## config.mk

```make
export PLATFORM = sky130hd
export DESIGN_NAME = hack_cpu_ctrl
export DESIGN_NICKNAME = d
export VERILOG_FILES = /design/src/rtl/hack_pkg.sv /design/src/rtl/hack_jump_cond.sv /design/src/rtl/hack_cpu_ctrl.sv
export SDC_FILE = /design/constraint.sdc
export NUM_CORES = 1
export LEC_CHECK = 0
export CORE_UTILIZATION = 48
export CTS_CLUSTER_DIAMETER = 120
export DETAILED_ROUTE_END_ITERATION = 7
export GPL_TIMING_DRIVEN = 1
export PLACE_DENSITY = 0.8
export SETUP_SLACK_MARGIN = 0.02
export SLEW_MARGIN = 20
export SYNTH_ARGS = -nofsm -noshare
export SYNTH_HDL_FRONTEND = slang
export SYNTH_HIERARCHICAL = 1
export SYNTH_SLANG_ARGS = --single-unit
export TNS_END_PERCENT = 5
```

## constraint.sdc

```tcl
create_clock -name CLK -period 2.1 [get_ports CLK]
set_input_delay 0.42 -clock CLK [delete_from_list [all_inputs] [get_ports CLK]]
set_output_delay 0.42 -clock CLK [all_outputs]
set_load 0.01 [all_outputs]
```

## src/rtl/hack_pkg.sv

```systemverilog
// Shared types and constants for the Hack CPU control/datapath front end.
package hack_pkg;

  localparam int HACK_W    = 16;
  localparam int HACK_PC_W = 15;

  // Instruction-word field positions
  localparam int A_BIT    = 12;
  localparam int CTRL_LSB = 6;
  localparam int DEST_LSB = 3;
  localparam int JMP_LSB  = 0;

  typedef enum logic [2:0] {
    S_FETCH  = 3'd0,
    S_DECODE = 3'd1,
    S_MEM_RD = 3'd2,
    S_EXEC   = 3'd3,
    S_MEM_WR = 3'd4
  } state_e;

endpackage

```

## src/rtl/hack_jump_cond.sv

```systemverilog
// Combinational jump decision from the three jump bits and the ALU result.
module hack_jump_cond
  import hack_pkg::*;
#(
  parameter int W = HACK_W
) (
  input  logic [2:0]   jbits_i,
  input  logic [W-1:0] alu_out_i,
  output logic         take_o
);

  logic ng_s;
  logic zr_s;

  // Sign/zero flags and jump selection
  always_comb begin
    ng_s   = alu_out_i[W-1];
    zr_s   = (alu_out_i == {W{1'b0}});
    take_o = (jbits_i[2] & ng_s) | (jbits_i[1] & zr_s) | (jbits_i[0] & ~ng_s & ~zr_s);
  end

endmodule

```

## src/rtl/hack_cpu_ctrl.sv

```systemverilog
// Hack CPU multi-cycle control/datapath front end (fetch, A/D/PC, M access, jumps).
// Optional HACK_INSTRET_EN adds a 32-bit retired-instruction counter on INSTRET.
module hack_cpu_ctrl
  import hack_pkg::*;
#(
  parameter int              W        = HACK_W,
  parameter int              PC_W     = HACK_PC_W,
  parameter logic [PC_W-1:0] RESET_PC = {PC_W{1'b0}}
) (
  input  logic            CLK,
  input  logic            RST_N,
  output logic            IMEM_REQ,
  output logic [PC_W-1:0] IMEM_ADDR,
  input  logic            IMEM_ACK,
  input  logic [W-1:0]    IMEM_DATA,
  output logic            DMEM_REQ,
  output logic            DMEM_WE,
  output logic [PC_W-1:0] DMEM_ADDR,
  output logic [W-1:0]    DMEM_WDATA,
  input  logic            DMEM_ACK,
  input  logic [W-1:0]    DMEM_RDATA,
  output logic [W-1:0]    ALU_X,
  output logic [W-1:0]    ALU_Y,
  output logic            ZX,
  output logic            NX,
  output logic            ZY,
  output logic            NY,
  output logic            F,
  output logic            NO,
  input  logic [W-1:0]    ALU_OUT
`ifdef HACK_INSTRET_EN
  ,
  output logic [31:0]     INSTRET
`endif
);

  state_e          state_q, state_d;
  logic [PC_W-1:0] pc_q, pc_d;
  logic [PC_W-1:0] a_old_q, a_old_d;
  logic [W-1:0]    a_q, a_d;
  logic [W-1:0]    d_q, d_d;
  logic [W-1:0]    ir_q, ir_d;
  logic [W-1:0]    mdr_q, mdr_d;
  logic [W-1:0]    wdata_q, wdata_d;
  logic            imem_req_q, imem_req_d;
  logic            dmem_req_q, dmem_req_d;
  logic            dmem_we_q, dmem_we_d;
  logic            retire_s;
  logic            take_s;
  logic [PC_W-1:0] pc_inc_s;

  hack_jump_cond #(.W(W)) u_jump_cond (
    .jbits_i   (ir_q[JMP_LSB +: 3]),
    .alu_out_i (ALU_OUT),
    .take_o    (take_s)
  );

  assign pc_inc_s = pc_q + {{(PC_W-1){1'b0}}, 1'b1};

  // Next-state, datapath updates and request strobes
  always_comb begin
    state_d  = state_q;
    pc_d     = pc_q;
    a_old_d  = a_old_q;
    a_d      = a_q;
    d_d      = d_q;
    ir_d     = ir_q;
    mdr_d    = mdr_q;
    wdata_d  = wdata_q;
    retire_s = 1'b0;
    case (state_q)
      S_FETCH: begin
        if (imem_req_q && IMEM_ACK) begin
          ir_d    = IMEM_DATA;
          state_d = S_DECODE;
        end else begin
          state_d = S_FETCH;
        end
      end
      S_DECODE: begin
        a_old_d = a_q[PC_W-1:0];
        if (!ir_q[W-1]) begin
          a_d      = {{(W-PC_W){1'b0}}, ir_q[PC_W-1:0]};
          pc_d     = pc_inc_s;
          retire_s = 1'b1;
          state_d  = S_FETCH;
        end else if (ir_q[A_BIT]) begin
          state_d = S_MEM_RD;
        end else begin
          state_d = S_EXEC;
        end
      end
      S_MEM_RD: begin
        if (dmem_req_q && DMEM_ACK) begin
          mdr_d   = DMEM_RDATA;
          state_d = S_EXEC;
        end else begin
          state_d = S_MEM_RD;
        end
      end
      S_EXEC: begin
        if (ir_q[DEST_LSB+2]) begin
          a_d = ALU_OUT;
        end else begin
          a_d = a_q;
        end
        if (ir_q[DEST_LSB+1]) begin
          d_d = ALU_OUT;
        end else begin
          d_d = d_q;
        end
        // Jump target is the A value from instruction start, even if A is rewritten here
        pc_d = take_s ? a_old_q : pc_inc_s;
        if (ir_q[DEST_LSB]) begin
          wdata_d = ALU_OUT;
          state_d = S_MEM_WR;
        end else begin
          retire_s = 1'b1;
          state_d  = S_FETCH;
        end
      end
      S_MEM_WR: begin
        if (dmem_req_q && DMEM_ACK) begin
          retire_s = 1'b1;
          state_d  = S_FETCH;
        end else begin
          state_d = S_MEM_WR;
        end
      end
      default: begin
        state_d = S_FETCH;
      end
    endcase
    imem_req_d = (state_d == S_FETCH);
    dmem_req_d = (state_d == S_MEM_RD) || (state_d == S_MEM_WR);
    dmem_we_d  = (state_d == S_MEM_WR);
  end

  // State, architectural registers and registered request outputs
  always_ff @(posedge CLK or negedge RST_N) begin
    if (!RST_N) begin
      state_q    <= S_FETCH;
      pc_q       <= RESET_PC;
      a_old_q    <= {PC_W{1'b0}};
      a_q        <= {W{1'b0}};
      d_q        <= {W{1'b0}};
      ir_q       <= {W{1'b0}};
      mdr_q      <= {W{1'b0}};
      wdata_q    <= {W{1'b0}};
      imem_req_q <= 1'b0;
      dmem_req_q <= 1'b0;
      dmem_we_q  <= 1'b0;
    end else begin
      state_q    <= state_d;
      pc_q       <= pc_d;
      a_old_q    <= a_old_d;
      a_q        <= a_d;
      d_q        <= d_d;
      ir_q       <= ir_d;
      mdr_q      <= mdr_d;
      wdata_q    <= wdata_d;
      imem_req_q <= imem_req_d;
      dmem_req_q <= dmem_req_d;
      dmem_we_q  <= dmem_we_d;
    end
  end

  assign IMEM_REQ   = imem_req_q;
  assign IMEM_ADDR  = pc_q;
  assign DMEM_REQ   = dmem_req_q;
  assign DMEM_WE    = dmem_we_q;
  assign DMEM_ADDR  = a_old_q;
  assign DMEM_WDATA = wdata_q;
  assign ALU_X      = d_q;
  assign ALU_Y      = ir_q[A_BIT] ? mdr_q : a_q;
  assign ZX         = ir_q[CTRL_LSB+5];
  assign NX         = ir_q[CTRL_LSB+4];
  assign ZY         = ir_q[CTRL_LSB+3];
  assign NY         = ir_q[CTRL_LSB+2];
  assign F          = ir_q[CTRL_LSB+1];
  assign NO         = ir_q[CTRL_LSB];

`ifdef HACK_INSTRET_EN
  logic [31:0] instret_q;

  // Retired-instruction counter, wraps at 2^32
  always_ff @(posedge CLK or negedge RST_N) begin
    if (!RST_N) begin
      instret_q <= 32'd0;
    end else if (retire_s) begin
      instret_q <= instret_q + 32'd1;
    end else begin
      instret_q <= instret_q;
    end
  end

  assign INSTRET = instret_q;
`else
  logic unused_retire_s;
  assign unused_retire_s = retire_s;
`endif

endmodule
```

# Word level (Yosys, flattened, before mapping)
# Cells that the tools add are included.
dict set report word_totals {
  reg_bits 116
  latchBits 0
  mem_bits_rw 0
  romBits 0
  in_bits 52
  out_inout_bits 87
  elab_cells 55
  memories 0
}
dict set report classes {
  n_addsub 1
  multipliers 0
  div 0
  n_lt_le_gt_ge 0
  eq_ne 8
  n_shift 0
  mux 14
  bitwise 8
  n_reduce_logical 13
}
# cell n
set ops {}
lappend ops {{16-bit 2-to-1 mux} 3}
lappend ops {{16-bit one-hot mux with 2 select lines} 1}
lappend ops {{15-bit 2-to-1 mux} 2}
lappend ops {{15-bit one-hot mux with 2 select lines} 1}
lappend ops {{16-bit zero test} 1}
lappend ops {{15-bit by 1-bit adder with 15-bit output, second input constant} 1}
lappend ops {{3-bit one-hot mux with 5 select lines} 1}
lappend ops {{2-bit AND reduction} 5}
lappend ops {{3-bit by 2-bit == test with 1-bit output, second input constant} 3}
lappend ops {{3-bit == test, second input constant} 2}
lappend ops {{3-bit zero test} 2}
lappend ops {{3-bit 2-to-1 mux} 2}
lappend ops {{1-bit AND} 4}
lappend ops {{2-bit inequality test, second input constant} 2}
lappend ops {{3-bit by 1-bit == test with 1-bit output, second input constant} 1}
lappend ops {{1-bit 2-to-1 mux} 3}
lappend ops {{3-bit AND reduction} 1}
lappend ops {{1-bit logical AND} 2}
lappend ops {{2-bit 2-to-1 mux} 1}
lappend ops {{1-bit NOT} 2}
lappend ops {{1-bit OR} 2}
lappend ops {{2-bit nonzero test} 1}
lappend ops {{1-bit logical OR} 1}

# Longest topological paths before layout
dict set report logic_depth {
  depth_word 6
  depth_mapped 8
  ltp_nobuf 7
}

# By module
# Netlist, hierarchy kept.
# module instances cells_per_inst area_each_um2 seq_area_each_um2
set modules_own_cells {}
lappend modules_own_cells {hack_cpu_ctrl 1 383 5003.5 2902.8}
lappend modules_own_cells {hack_jump_cond 1 8 68.8 0.0}

# Worst setup path after synthesis
# Ideal clock, no wire load.
dict set report synth_path {
  path_type {input to register}
  start {input ALU_OUT[5]}
  end {register pc_q[14] (netlist: IMEM_ADDR[14])}
  setup_time_ns 0.126
  arrival_ns 1.695
  t_required_ns 1.974
  slack_ns 0.279
  cell_stages 7
  path_buffers 2
  cell_sequence {nor4_1 > nand4_1 > mux2i_1 > and3_1 > buf_2 > buf_2 > a221o_1}
}
dict set report synth_between {
  elab_chain_cells 6
}
# element line_no
set synth_rtl {}
lappend synth_rtl {{start: declaration} hack_cpu_ctrl.sv:30} ;# input logic [W-1:0] ALU_OUT
lappend synth_rtl {{16-bit zero test *} hack_jump_cond.sv:18} ;# zr_s = (alu_out_i == {W{1'b0}});
lappend synth_rtl {{1-bit AND / 1-bit NOT (equally long branches)} hack_jump_cond.sv:19} ;# take_o = (jbits_i[2] & ng_s) | (jbits_i[1] & zr_s) | (jbits_i[0] & ~ng_s & ~zr_s);
lappend synth_rtl {{1-bit OR / 1-bit AND (equally long branches)} hack_jump_cond.sv:19}
lappend synth_rtl {{1-bit OR *} hack_jump_cond.sv:19}
lappend synth_rtl {{net take_s} hack_cpu_ctrl.sv:49} ;# logic take_s;
lappend synth_rtl {{15-bit 2-to-1 mux *} hack_cpu_ctrl.sv:113} ;# pc_d = take_s ? a_old_q : pc_inc_s;
lappend synth_rtl {{15-bit one-hot mux with 2 select lines *} hack_cpu_ctrl.sv:71} ;# case (state_q)
lappend synth_rtl {{end signal: assignment} hack_cpu_ctrl.sv:155} ;# pc_q <= pc_d;
lappend synth_rtl {{end: declaration} hack_cpu_ctrl.sv:38} ;# logic [PC_W-1:0] pc_q, pc_d;
# Mark *: on every way through the listed nets, which the timed path passes. The rest lies on a longest branch.
# A chain may end at the register's enable or synchronous reset.

# Final worst setup path
dict set report layout_path {
  start {register ir_q[12]}
  end {output ALU_Y[5]}
}
dict set report layout_between {
  elab_chain_cells 1
}
# element line_no
set layout_rtl {}
lappend layout_rtl {{start: declaration} hack_cpu_ctrl.sv:42} ;# logic [W-1:0] ir_q, ir_d;
lappend layout_rtl {{start signal: assignment} hack_cpu_ctrl.sv:147} ;# ir_q <= {W{1'b0}};
lappend layout_rtl {{start signal: assignment} hack_cpu_ctrl.sv:159} ;# ir_q <= ir_d;
lappend layout_rtl {{16-bit 2-to-1 mux} hack_cpu_ctrl.sv:175} ;# assign ALU_Y = ir_q[A_BIT] ? mdr_q : a_q;
lappend layout_rtl {{end: declaration} hack_cpu_ctrl.sv:23} ;# output logic [W-1:0] ALU_Y,
# Every way passes these cells.

==> results.md <==
* Initial antenna violation count at 0
* Die ar. at 11000 sq um
* Final wirelength at 13.9 mm
* Startpoint type of the worst setup path: flip-flop
* Die height at 105 um
* Final Cycle Share at 98.3%
* Status: complete, no violations
* Crit path capture type: output pin
* Vias in the first global route at 4364
* Fin area at 7520 sq um
* XOR/XNOR Fraction of Synth Area at 0.518%
* Worst Path Required at 1.68 ns
* Worst hold path type: in -> reg
* Worst hold margin at 0.334 ns
* Global-route wire length before repair at 22.8 mm
* Slew HR at 64.1%
* Vias/cell at 5.56
* GRT overflow at 0
* Dpl hpwl at 9.88 mm
* #FFs+latches synth at 116
* Max FO, Critical Path at 8
* Pwr/cell area at 1550 nW/um^2
* Setup-failing EPs final at 0
* Fin crit period at 2.06 ns
* Final-report hold violation count at 0
* IO Port Bufs at 138
* F_max at 484 MHz
* Final cell count without fillers at 720
* Placer's final routability congestion estimate at 0.879
* Root Driver: clkbuf_8
* Fill count at 693
* Dominant synthesized flop cell: dfrtp_1
* Layout area overhead at 48.2%
* Total track usage at 27.1%
* Critical path arrival at 1.64 ns
* Final max-slew violation count at 0
* Most common cell after layout, fill and taps aside: dfrtp_1
* CTS tree: yes
* Dpl cell area at 6840 sq um
* Worst-path clk slew at 0.06 ns
* Placed cell count at 685
* Post-route clock skew at 0.00723 ns
* Fraction of the mapped netlist area in compound gates at 6.78%
* RSZ-0062 raised after global routing: true
* Final #Nets at 625
* Mux contribution to synthesized area at 24.2%
* Post-synthesis simple-gate area fraction at 8.98%
* Clk Latency, worst-skew pair at 0.51 ns
* Synth Area in Adders at 0.247%
* Core box area at 10300 sq um
* Kind of critical path: reg -> out
* Mapped Cells at 391
* Cts bufs inserted at 17
* Flop2flop setup slack at 0.26 ns
* Most frequent cells in the layout: dfrtp_1 (115), clkdlybuf4s50_1 (109), mux2_2 (94)
* # rows at 37
* Tot Pwr at 11600 uW
* DR pass1 iterations at 5
* Maximum vdd drop at 0.000854 V
* Largest cells by area after synthesis: dfrtp_1 (57%), mux2_2 (21%), mux2i_1 (3.4%)
* # H-tree levels at 4
* Worst Tran Pin Value at 0.539 ns
* Mapped cell area at 5070 sq um
* Ys async rst share at 100%
* CTS Buffer Depth at 2
* DRC Markers at 0
* Wire per inst at 19.3 um
* Ys Warns at 6
* Cell taking the most area after synthesis: dfrtp_1
* Layout cells sized above 1 at 32.9%
* Top-area cell type share of the netlist area at 57.2%
* Max-cap violation count at 0
* Final core occ at 73.2%
* Via count at 4000
* Number of flops mapped to enable cells by yosys at 0
* Io pins at 139
* Avg Inst Size Synth at 13.0 sq um
* Sequential cell area fraction in the yosys report at 57.2%
* Post-synth cell types at 42
* Initial Utilization at 49.4%
* Diode count at 0
* Clock Sinks at 116
* Die Width at 105 um
* Largest family of logic cells by synthesized area: multiplexers
* Syn Nets at 444
* Largest net degree at the start of global routing at 41
* Leak at 0.00339 uW
* Antenna Nets Post-Route at 0
* Initial drt markers at 264
-- metrics by stage --
| step | setup TNS [ns] | setup WS, ns |
|---|---|---|
| after global routing | -0.0139 | -0.00872 |
| after global placement | -7.06 | -0.583 |
| after detailed placement | -8.55 | -0.786 |
| after CTS | -0.0162 | -0.0109 |
| final | 0 | 0.0355 |
| after floorplan | 0 | 0.279 |
-- logic make-up (layout without fill, tap and decap cells) --
logic type               after synthesis  count (layout)
XOR/XNOR                               3               3
flip-flops                           116             116
multiplexers                         111             111
buffers and inverters                 21             214
AO/OA/AOI/OAI                         53              53
AND/OR/NAND/NOR                       86              86
adder cells (fa/ha/maj)                1               1
-- registers in the layout (all words and copies together) (netlist names) --
signal,cells
ALU_X,16
mdr_q,16
ir_q,16
a_q,16
IMEM_ADDR,15
DMEM_WE,1
DMEM_WDATA,16
state_q,3
IMEM_REQ,1
DMEM_REQ,1
DMEM_ADDR,15
-- per-layer routing --
layer	up-vias	GRT usage [%]	wire length, um
met1	2012	33.9	5830
met5	-	0	0
met2	168	44.4	6840
met3	12	8.48	1060
met4	0	9.66	168
li1	1808	-	-
-- synth_stat cells, drive strengths merged, types with 4 or more instances --
cell type	number
clkbuf	6
a211oi	6
dfrtp	116
nor3	4
and3	4
nand2	36
buf	12
nor4	5
nand3	10
o22ai	5
mux2i	17
a21oi	4
o21ai	21
nand4	5
a311oi	5
nor2	9
nand2b	4
mux2	94
-- area by class of cell --
class / instances / area [sq um] / area share (%)
clock buffers: 19 / 442 / 5.87
clock inverters: 12 / 108 / 1.43
well taps: 136 / 170 / 2.26
repair buffers: 180 / 1750 / 23.3
flip-flops and latches: 116 / 2900 / 38.6
multi-input cells: 254 / 2130 / 28.4
inverters: 3 / 11.3 / 0.150
-- power breakdown --
part	total [uW]	switching, uW	internal (uW)
Sequential	4170	884	3290
Clock	2640	1020	1620
Combinational	4830	1990	2830
Total	11600	3890	7740
-- what timing repair did --
item / in CTS / in global routing
buffers inserted: 2 / 1
endpoints found under the hold margin: 36 / 0
setup endpoints to repair: 25 / 23
hold buffers: 1 / 0
pin swaps: 0 / 7
gates resized for setup: 45 / 30
-- worst max-delay path, stage by stage, from the launching register on --
cell,delay [ns]
dfrtp_1,0.37
buf_6,0.16
buf_6,0.12
mux2_2,0.36
buf_6,0.13
-- path summary, 6_finish.rpt --
path | endpoint | cells past startpoint | startpoint
max | ALU_Y[5] | 4 | ir_q[12]
min | DMEM_WDATA[12] | 3 | ALU_OUT[12]
max reg2reg | DMEM_WDATA[14] | 4 | state_q[2]
min reg2reg | mdr_q[1] | 1 | mdr_q[1]
max in group asynchronous | IMEM_ADDR[14] | 3 | RST_N
min in group asynchronous | DMEM_ADDR[8] | 2 | RST_N
(Power assumes the default switching activity.)
